<file path="src/rtl/fft64_transpose_buf_if.sv">
`default_nettype none
// +----------------------------------------------------------------------------+
// | Module   : fft64_transpose_buf_if                                          |
// | Purpose  : Streaming bus bundle for the FFT64 corner-turn buffer.          |
// |            Carries the row-wise input stream and the column-wise output    |
// |            stream, both valid/ready handshaked.                            |
// | Signals  : din_valid/din_ready, dinre/dinim   - input beat (LANES lanes)   |
// |            dout_valid/dout_ready, doutre/doutim, dout_col, dout_sof        |
// |                                               - output beat + framing      |
// | Modports : master - producer/consumer side (testbench, neighbours)         |
// |            slave  - the transpose buffer itself                            |
// | Revision : 1.0 - initial release                                           |
// +----------------------------------------------------------------------------+
interface fft64_transpose_buf_if #(
  parameter int W     = 10,
  parameter int LANES = 8
);
  logic                       din_valid;
  logic                       din_ready;
  logic [LANES*W-1:0]         dinre;
  logic [LANES*W-1:0]         dinim;
  logic                       dout_valid;
  logic                       dout_ready;
  logic [LANES*W-1:0]         doutre;
  logic [LANES*W-1:0]         doutim;
  logic [$clog2(LANES)-1:0]   dout_col;
  logic                       dout_sof;

  modport master (
    output din_valid, dinre, dinim, dout_ready,
    input  din_ready, dout_valid, doutre, doutim, dout_col, dout_sof
  );

  modport slave (
    input  din_valid, dinre, dinim, dout_ready,
    output din_ready, dout_valid, doutre, doutim, dout_col, dout_sof
  );
endinterface
`default_nettype wire

</file>
<file path="src/rtl/fft64_transpose_buf.sv">
`default_nettype none
// +----------------------------------------------------------------------------+
// | Module   : fft64_transpose_buf                                             |
// | Purpose  : Ping-pong corner-turn buffer between the twiddle multiplier and |
// |            the second radix-8 stage of the 64-point FFT. Rows of an        |
// |            LANES x LANES frame are written one beat at a time into one     |
// |            bank while the other bank is read out column by column.         |
// | Ports    : clk        - single clock, rising edge                          |
// |            rst_n      - asynchronous active-low reset                      |
// |            bus.slave  - din_valid/din_ready/dinre/dinim (rows in)          |
// |                         dout_valid/dout_ready/doutre/doutim (columns out)  |
// |                         dout_col (column index), dout_sof (first column)   |
// | Revision : 1.0 - initial release                                           |
// +----------------------------------------------------------------------------+
module fft64_transpose_buf #(
  parameter int W     = 10,
  parameter int LANES = 8
) (
  input  logic                  clk,
  input  logic                  rst_n,
  fft64_transpose_buf_if.slave  bus
);

  localparam int                  c_IDXW = $clog2(LANES);
  localparam logic [c_IDXW-1:0]   c_LAST = c_IDXW'(LANES - 1);

  // Bank storage: [bank][row][col]. Contents are not reset.
  logic [W-1:0] r_mem_re [2][LANES][LANES];
  logic [W-1:0] r_mem_im [2][LANES][LANES];

  logic                 r_wr_bank;
  logic [c_IDXW-1:0]    r_wr_row;
  logic                 r_rd_bank;
  logic [c_IDXW-1:0]    r_rd_col;
  logic [1:0]           r_full;

  logic                 r_dout_valid;
  logic [LANES*W-1:0]   r_doutre;
  logic [LANES*W-1:0]   r_doutim;
  logic [c_IDXW-1:0]    r_dout_col;

  logic                 w_din_ready;
  logic                 w_wr_fire;
  logic                 w_rd_load;
  logic [1:0]           w_full_nxt;
  logic [LANES*W-1:0]   w_rd_re;
  logic [LANES*W-1:0]   w_rd_im;

  assign w_din_ready = !r_full[r_wr_bank];
  assign w_wr_fire   = bus.din_valid && w_din_ready;
  // The output register refills whenever it is empty or being drained.
  assign w_rd_load   = r_full[r_rd_bank] && (!r_dout_valid || bus.dout_ready);

  // Writer and reader always sit on different banks when both touch a full
  // flag in the same cycle, so set and clear never collide.
  always_comb begin
    w_full_nxt = r_full;
    if (w_wr_fire && (r_wr_row == c_LAST)) begin
      w_full_nxt[r_wr_bank] = 1'b1;
    end
    if (w_rd_load && (r_rd_col == c_LAST)) begin
      w_full_nxt[r_rd_bank] = 1'b0;
    end
  end

  // Column gather: lane j of an output beat is row j of the selected column.
  for (genvar j = 0; j < LANES; j++) begin : g_lane
    assign w_rd_re[j*W +: W] = r_mem_re[r_rd_bank][j][r_rd_col];
    assign w_rd_im[j*W +: W] = r_mem_im[r_rd_bank][j][r_rd_col];
  end

  always_ff @(posedge clk) begin
    if (w_wr_fire) begin
      for (int j = 0; j < LANES; j++) begin
        r_mem_re[r_wr_bank][r_wr_row][j] <= bus.dinre[j*W +: W];
        r_mem_im[r_wr_bank][r_wr_row][j] <= bus.dinim[j*W +: W];
      end
    end
  end

  always_ff @(posedge clk or negedge rst_n) begin
    if (!rst_n) begin
      r_wr_bank    <= 1'b0;
      r_wr_row     <= '0;
      r_rd_bank    <= 1'b0;
      r_rd_col     <= '0;
      r_full       <= '0;
      r_dout_valid <= 1'b0;
      r_doutre     <= '0;
      r_doutim     <= '0;
      r_dout_col   <= '0;
    end else begin
      r_full <= w_full_nxt;

      if (w_wr_fire) begin
        if (r_wr_row == c_LAST) begin
          r_wr_row  <= '0;
          r_wr_bank <= ~r_wr_bank;
        end else begin
          r_wr_row  <= r_wr_row + 1'b1;
        end
      end

      if (w_rd_load) begin
        r_doutre     <= w_rd_re;
        r_doutim     <= w_rd_im;
        r_dout_col   <= r_rd_col;
        r_dout_valid <= 1'b1;
        if (r_rd_col == c_LAST) begin
          r_rd_col  <= '0;
          r_rd_bank <= ~r_rd_bank;
        end else begin
          r_rd_col  <= r_rd_col + 1'b1;
        end
      end else if (bus.dout_ready) begin
        r_dout_valid <= 1'b0;
      end
    end
  end

  assign bus.din_ready  = w_din_ready;
  assign bus.dout_valid = r_dout_valid;
  assign bus.doutre     = r_doutre;
  assign bus.doutim     = r_doutim;
  assign bus.dout_col   = r_dout_col;
  assign bus.dout_sof   = r_dout_valid && (r_dout_col == '0);

endmodule
`default_nettype wire
</file>
<file path="src/flat_wrapper.sv">
// flat-port wrapper written by rule: the top's interface ports become plain ports
module fft64_transpose_buf_flat 
#(
  parameter int W     = 10,
  parameter int LANES = 8
)
  (clk, rst_n, bus_din_valid, bus_dinre, bus_dinim, bus_dout_ready, bus_din_ready, bus_dout_valid, bus_doutre, bus_doutim, bus_dout_col, bus_dout_sof);
  fft64_transpose_buf_if #(.W(W), .LANES(LANES)) bus_i ();
  input  logic clk;
  input  logic rst_n;
  input wire logic [$bits(bus_i.din_valid)-1:0] bus_din_valid;
  input wire logic [$bits(bus_i.dinre)-1:0] bus_dinre;
  input wire logic [$bits(bus_i.dinim)-1:0] bus_dinim;
  input wire logic [$bits(bus_i.dout_ready)-1:0] bus_dout_ready;
  output wire logic [$bits(bus_i.din_ready)-1:0] bus_din_ready;
  output wire logic [$bits(bus_i.dout_valid)-1:0] bus_dout_valid;
  output wire logic [$bits(bus_i.doutre)-1:0] bus_doutre;
  output wire logic [$bits(bus_i.doutim)-1:0] bus_doutim;
  output wire logic [$bits(bus_i.dout_col)-1:0] bus_dout_col;
  output wire logic [$bits(bus_i.dout_sof)-1:0] bus_dout_sof;
  assign bus_i.din_valid = bus_din_valid;
  assign bus_i.dinre = bus_dinre;
  assign bus_i.dinim = bus_dinim;
  assign bus_i.dout_ready = bus_dout_ready;
  assign bus_din_ready = bus_i.din_ready;
  assign bus_dout_valid = bus_i.dout_valid;
  assign bus_doutre = bus_i.doutre;
  assign bus_doutim = bus_i.doutim;
  assign bus_dout_col = bus_i.dout_col;
  assign bus_dout_sof = bus_i.dout_sof;
  fft64_transpose_buf #(.W(W), .LANES(LANES)) u_core (.clk(clk), .rst_n(rst_n), .bus(bus_i));
endmodule
</file>
<file path="config.mk">
export PLATFORM = sky130hd
export DESIGN_NAME = fft64_transpose_buf_flat
export DESIGN_NICKNAME = d
export VERILOG_FILES = /design/src/rtl/fft64_transpose_buf_if.sv /design/src/rtl/fft64_transpose_buf.sv /design/src/flat_wrapper.sv
export SDC_FILE = /design/constraint.sdc
export NUM_CORES = 2
export LEC_CHECK = 0
export ABC_AREA = 1
export CORE_ASPECT_RATIO = 1.2
export CORE_MARGIN = 2
export CORE_UTILIZATION = 30
export CTS_CLUSTER_SIZE = 14
export DETAILED_ROUTE_END_ITERATION = 16
export HOLD_SLACK_MARGIN = 0.1
export MAX_ROUTING_LAYER = met4
export PLACE_DENSITY_LB_ADDON = 0.15
export REMOVE_ABC_BUFFERS = 1
export SETUP_SLACK_MARGIN = 0.5
export SYNTH_ARGS = -nofsm -noshare
export SYNTH_HDL_FRONTEND = slang
export SYNTH_SLANG_ARGS = --single-unit
</file>
<file path="constraint.sdc">
create_clock -name clk -period 16.04 [get_ports clk]
set_input_delay 2.406 -clock clk [delete_from_list [all_inputs] [get_ports clk]]
set_output_delay 2.406 -clock clk [all_outputs]
set_load 0.02 [all_outputs]
</file>
* Word-level counts from Yosys, hierarchy flattened
Memory sizes are Yosys's and may differ from the RTL's.
Cells that the tools add are included.
** Word-level totals
- Bits in registers :: 174
- RAM bits :: 2560
- Input port bits :: 164
- Output and inout port bits :: 166
- Logic and storage cells :: 18051
- Memories kept :: 2
** Operators by class
- Add/sub/neg operators :: 2
- Magnitude comparators :: 7
- Eq/ne operators :: 2
- Mux-type cells :: 9047
- Bitwise gates (word level) :: 8967
- Reduce and logical (&&, ||, !) cells :: 15
** Memories
- u_core.r_mem_im :: depth 2, width 640, read ports 1, clocked after Yosys merged registers in 0, write ports 1, line fft64_transpose_buf.sv:29 : logic [W-1:0] r_mem_im [2][LANES][LANES];
- u_core.r_mem_re :: depth 2, width 640, read ports 1, clocked after Yosys merged registers in 0, write ports 1, line fft64_transpose_buf.sv:28 : logic [W-1:0] r_mem_re [2][LANES][LANES];
** Operators with widths (count)
- $mux 1 :: 8969
- $or 1x1->1 :: 8960
- $mux 640 :: 8
- $demux 80 s3 :: 8
- $bmux 10 s3 :: 16
- $mux 10 :: 33
- $mux 80 :: 1
- $mux 70 :: 1
- $mux 60 :: 1
- $mux 50 :: 1
- $mux 40 :: 1
- $mux 30 :: 1
- $mux 20 :: 1
- $ge 4x4->1 const B :: 2
- $logic_and 1x1->1 :: 8
- $not 3->4 :: 2
- $add 3x1->3 const B :: 2
- $eq 3x3->1 const B :: 2
- $mux 3 :: 2
- $lt 1x2->1 const B :: 2
- $lt 4x1->1 const B :: 1
- $mux 2 :: 2
- $reduce_and 2->1 :: 2
- $logic_not 3->1 :: 1
- 9 further kinds :: 13

* Depth between registers and ports, before layout
- Depth after elaboration :: 13
- Gate-level depth with buffers :: 11
- Gate-level depth less buffers :: 9

* Worst setup path before layout
Ideal clock, no wire load.
- Path type :: input -> register
- From :: input bus_din_valid
- To :: memory u_core.r_mem_im[0][0] (netlist bit), enable pin
- Setup time :: 682 ps
- Arrival time :: 9661 ps
- Data required time :: 15358 ps
- Path slack :: 5697 ps
- Stages :: 5
- Path buffers :: 1
- Cells stage by stage :: nand2_4 > nor2_8 > nand3_4 > clkbuf_1 > nor2_1
** On the way
- Cells in the longest elaborated chain, start to end :: 10
- Elaborated cells between the ends (all ways) :: 17
- Classes of those cells :: mux (9); bitwise (7); reduce/logical (1)
** RTL lines
- start, declared :: line flat_wrapper.sv:11 : input wire logic [$bits(bus_i.din_valid)-1:0] bus_din_valid;
- $logic_and 1x1->1 * :: line fft64_transpose_buf.sv:50 : assign w_wr_fire = bus.din_valid && w_din_ready;
- $mux 1 * :: line fft64_transpose_buf.sv:73 : if (w_wr_fire) begin
- $mux 640 (not written as such) :: line fft64_transpose_buf.sv:76 : r_mem_im[r_wr_bank][r_wr_row][j] <= bus.dinim[j*W +: W];
- $or 1x1->1 (no line) (6 in a row)
- $or 1x1->1 (no line) *
- end, declared :: line fft64_transpose_buf.sv:29
Every way passes the cells marked *; elsewhere a longest branch is shown, timed or not.

* Final worst setup path
- From :: input bus_dout_ready
- To :: register u_core.r_doutre[45] (netlist: u_core.bus.doutre[45])
** On the way
- Cells in the longest elaborated chain, start to end :: 2
** RTL lines
- start, declared :: line flat_wrapper.sv:14 : input wire logic [$bits(bus_i.dout_ready)-1:0] bus_dout_ready;
- $logic_or 1x1->1 :: line fft64_transpose_buf.sv:52 : assign w_rd_load = r_full[r_rd_bank] && (!r_dout_valid || bus.dout_ready);
- $logic_and 1x1->1 :: line fft64_transpose_buf.sv:52
- end signal, assigned :: line fft64_transpose_buf.sv:105 : r_doutre <= w_rd_re;
- end, declared :: line fft64_transpose_buf.sv:38 : logic [LANES*W-1:0] r_doutre;
Every way passes these cells.
A chain may end at the register's enable or synchronous reset.

==> impl_metrics.tcl <==
set metrics [dict create \
    vdd_ir_drop_max_v 0.000224 \
    cp_num_buf_inv 5 \
    grt_remaining_overflow 0 \
    critical_path_arrival_ps 7010 \
    area_growth_pct 15.3 \
    critPathMaxFanout 38 \
    detailroute.via_count 81300 \
    crit_chain "clkdlybuf4s50_1, inv_1, nand2_1, o211ai_4, nor2_4, buf_4, buf_4, buf_4, nand3_1, nand3_1" \
    grt_max_degree 184 \
    synth_top_family_by_area "simple AND/OR/NAND/NOR gates" \
    nets 10600 \
    power.sequential.fraction 0.386 \
    maxClockFrequency_mhz 161 \
    net_switching_mw 9.00 \
    muxShareOfSynthArea 0 \
    grt_setup_unrepaired "false" \
    hpwl_after_detailed_placement_mm 213 \
    initial_core_utilization 0.301 \
    max-cap-violations 0 \
    critPathSlowestCell "sky130_fd_sc_hd__nor2_4" \
    filler_cell_count 37600 \
    timing.hold.worst.class "flop to flop" \
    io_buffer_count 329 \
    clk_root_buffer_cell "sky130_fd_sc_hd__clkbuf_16" \
    die_area_um2 387000 \
    synth_cell_type_count 27 \
    cp_capture_type "flop" \
    pnr_worst_setup_slack_ps 9840 \
    first_iter_violations 7296 \
    cp-start-kind "input pin" \
    cts_hold_buf 0 \
    finish.utilization 0.348 \
    clockBufferDepth 4 \
    critical-path-top-delay-family "buffers and inverters" \
    gpl.final_weighted_congestion 0.742 \
    via_count_of_the_first_global_routing_pass 80700 \
    ys_ff_latch 2734 \
    max_slew.worst_pin.slew_ps 1190 \
    route.detailed.drc 0 \
    clock_tree.htree_level_count 5 \
    syn-cell-area_um2 115000 \
    share_comb_of_total_power 0.325 \
    post_cts_resize_count 0 \
    final.setup_skew_ps 47.4 \
    final_design_area_no_fill_um2 132000 \
    grt_antenna_before_repair 50 \
    power.internal_mw 14.7 \
    worstSetupPathType "input pin to flop" \
    drt.antenna.violating_nets 0 \
    synth-seq-area-share 0.709 \
    crit_path_frequent_cell "sky130_fd_sc_hd__buf_4" \
    yosys.area_share.adder 0.000437 \
    place_ws_ps 8790 \
    gr-usage-all-layers 0.206 \
    die_width_um 568 \
    fp-row-count 248 \
    timing_max_transition_violations_final 0 \
    routedWlPerCell_um 25.4 \
    result_of_the_run "finished, final reports clean" \
    critical_path.max_stage_delay_ps 970 \
    slew_headroom 0.206 \
    drive_gt1_frac 0.0565 \
    avgSynthCellArea_um2 11.1 \
    drt_pass1_iterations 6 \
    clk_transition_reported_paths_ps 60 \
    core_area_um2 380000 \
    pwr-share-clk 0.289 \
    tritoncts_clock_tree "yes" \
    cts_inserted_buffers 299 \
    synth_warnings 0 \
    io_pins 330 \
    grt_first_pass_wirelength_mm 571 \
    worstSkewPairLatency_ps 880 \
    total_leakage_power_nw 47.0 \
    hold_viol 0 \
    crit_required_ps 16860 \
    synthesis.instances 10400 \
    yosys.area_share.xor_xnor 0.0000764 \
    p_per_area_nw_per_um2 179 \
    cts.sink_count 2734 \
    fin_crit_ps 6200 \
    dpl-instance-area_um2 123000 \
    final-setup-viol-count 0 \
    period_share 0.386 \
    sw_frac_of_total 0.381 \
    drt-total-wl_mm 399 \
    die_y_um 681 \
    cts.repair_timing.setup_buffer_count 0 \
    viasPerCell 5.18 \
    synth-compound-area-share 0.0601 \
    post_synth_and_or_nand_nor_area_fraction 0.199 \
]
==> final cells by class <==
type	instances	area [um^2]	area share
inverter	155	604	0.00457
clock inverter	109	1000	0.00757
multi-input combinational	6761	29900	0.226
antenna	18	45.0	0.000341
clock buffer	431	8520	0.0645
sequential	2734	81200	0.615
timing repair buffer	481	4560	0.0345
tap	5000	6260	0.0473
==> stage by stage <==
step | TNS (ps) | hold WS, ps | power (mW) | std cells
floorplan | -7362700 | 462 | 15.2 | 9650
global placement | 0 | 475 | 17.0 | 15100
detailed placement | 0 | 471 | 17.1 | 15100
CTS | 0 | 491 | 23.9 | 15700
global route | 0 | 509 | 24.9 | 15700
finish | 0 | 487 | 23.7 | 15700
==> synthesized netlist by cell type (all sizes together) <==
master,count,share of area
nand2,3470,0.11
clkinv,2,0.000066
a21oi,5,0.00022
buf,376,0.016
o211ai,97,0.0064
nor2,122,0.0043
o21ai,1223,0.053
clkbuf,331,0.011
inv,153,0.0050
edfxtp,2560,0.67
o22ai,1,0.000055
xor2,1,0.000076
nand3,1835,0.080
ha,4,0.00044
dfrtp,174,0.038
nor3,3,0.00013
==> worst register-to-register path, stage by stage, from the launching register on <==
cell	delay, ps
sky130_fd_sc_hd__dfrtp_4	830
sky130_fd_sc_hd__buf_4	830
sky130_fd_sc_hd__buf_4	920
sky130_fd_sc_hd__buf_4	1010
sky130_fd_sc_hd__buf_4	940
sky130_fd_sc_hd__nand2_1	190
sky130_fd_sc_hd__nand3_1	140
sky130_fd_sc_hd__nand3_1	120
sky130_fd_sc_hd__nand2_1	150
sky130_fd_sc_hd__nand2_1	90
sky130_fd_sc_hd__nand3_1	130
==> final timing paths <==
kind                       depth (start not counted)  slack [ps]               endpoint                   from
max reg2reg                                       10       10600  u_core.bus.doutim[60]       u_core.r_rd_bank
min in group asynchronous                          1        1440  u_core.bus.doutim[54]                  rst_n
min reg2reg                                        2         490  u_core.bus.doutre[24]  u_core.bus.doutre[24]
max                                               10        9840  u_core.bus.doutre[45]         bus_dout_ready
max in group asynchronous                          3       12650  u_core.bus.doutim[26]                  rst_n
min                                                2         490  u_core.bus.doutre[24]  u_core.bus.doutre[24]
==> power groups by stage <==
stage / registers (mW) / clock network, mW / logic [mW]
after floorplan: 9.76 / 0 / 5.41
final: 9.14 / 6.83 / 7.69
after global placement: 9.30 / 0 / 7.73
after CTS: 9.16 / 6.96 / 7.80
after detailed placement: 9.30 / 0 / 7.77
after global routing: 9.19 / 7.23 / 8.47
==> per-layer routing <==
layer / GRT usage / part of all wire / vias up
met5: - / 0 / -
met2: 0.344 / 0.49 / 2550
li1: - / - / 36700
met3: 0.0258 / 0.059 / 478
met4: 0.0482 / 0.022 / 0
met1: 0.268 / 0.43 / 41600
==> kinds of logic after synthesis <==
kind of cell,after synthesis
AO/OA/AOI/OAI,1326
flip-flops,2734
buffers and inverters,862
XOR/XNOR,1
AND/OR/NAND/NOR,5430
adder cells (fa/ha/maj),4
==> placed cells by master (no fill, tap or decap), types with 115 or more instances in the layout <==
cell type and n:
sky130_fd_sc_hd__inv_1 151, sky130_fd_sc_hd__clkbuf_16 311, sky130_fd_sc_hd__clkdlybuf4s50_1 323, sky130_fd_sc_hd__o21ai_1 115
sky130_fd_sc_hd__o21ai_0 1107, sky130_fd_sc_hd__buf_4 140, sky130_fd_sc_hd__nand2_1 3463, sky130_fd_sc_hd__dfrtp_1 171
sky130_fd_sc_hd__nand3_1 1833, sky130_fd_sc_hd__edfxtp_1 2560
==> registers in the layout, indices dropped and copies added (netlist names) <==
name,flops
u_core.r_rd_bank,1
u_core.bus.dout_valid,1
u_core.r_wr_bank,1
u_core.r_full,2
u_core.r_rd_col,3
u_core.r_mem_re,1280
u_core.r_mem_im,1280
u_core.bus.dout_col,3
u_core.bus.doutim,80
u_core.bus.doutre,80
u_core.r_wr_row,3
(Power assumes the default switching activity.)
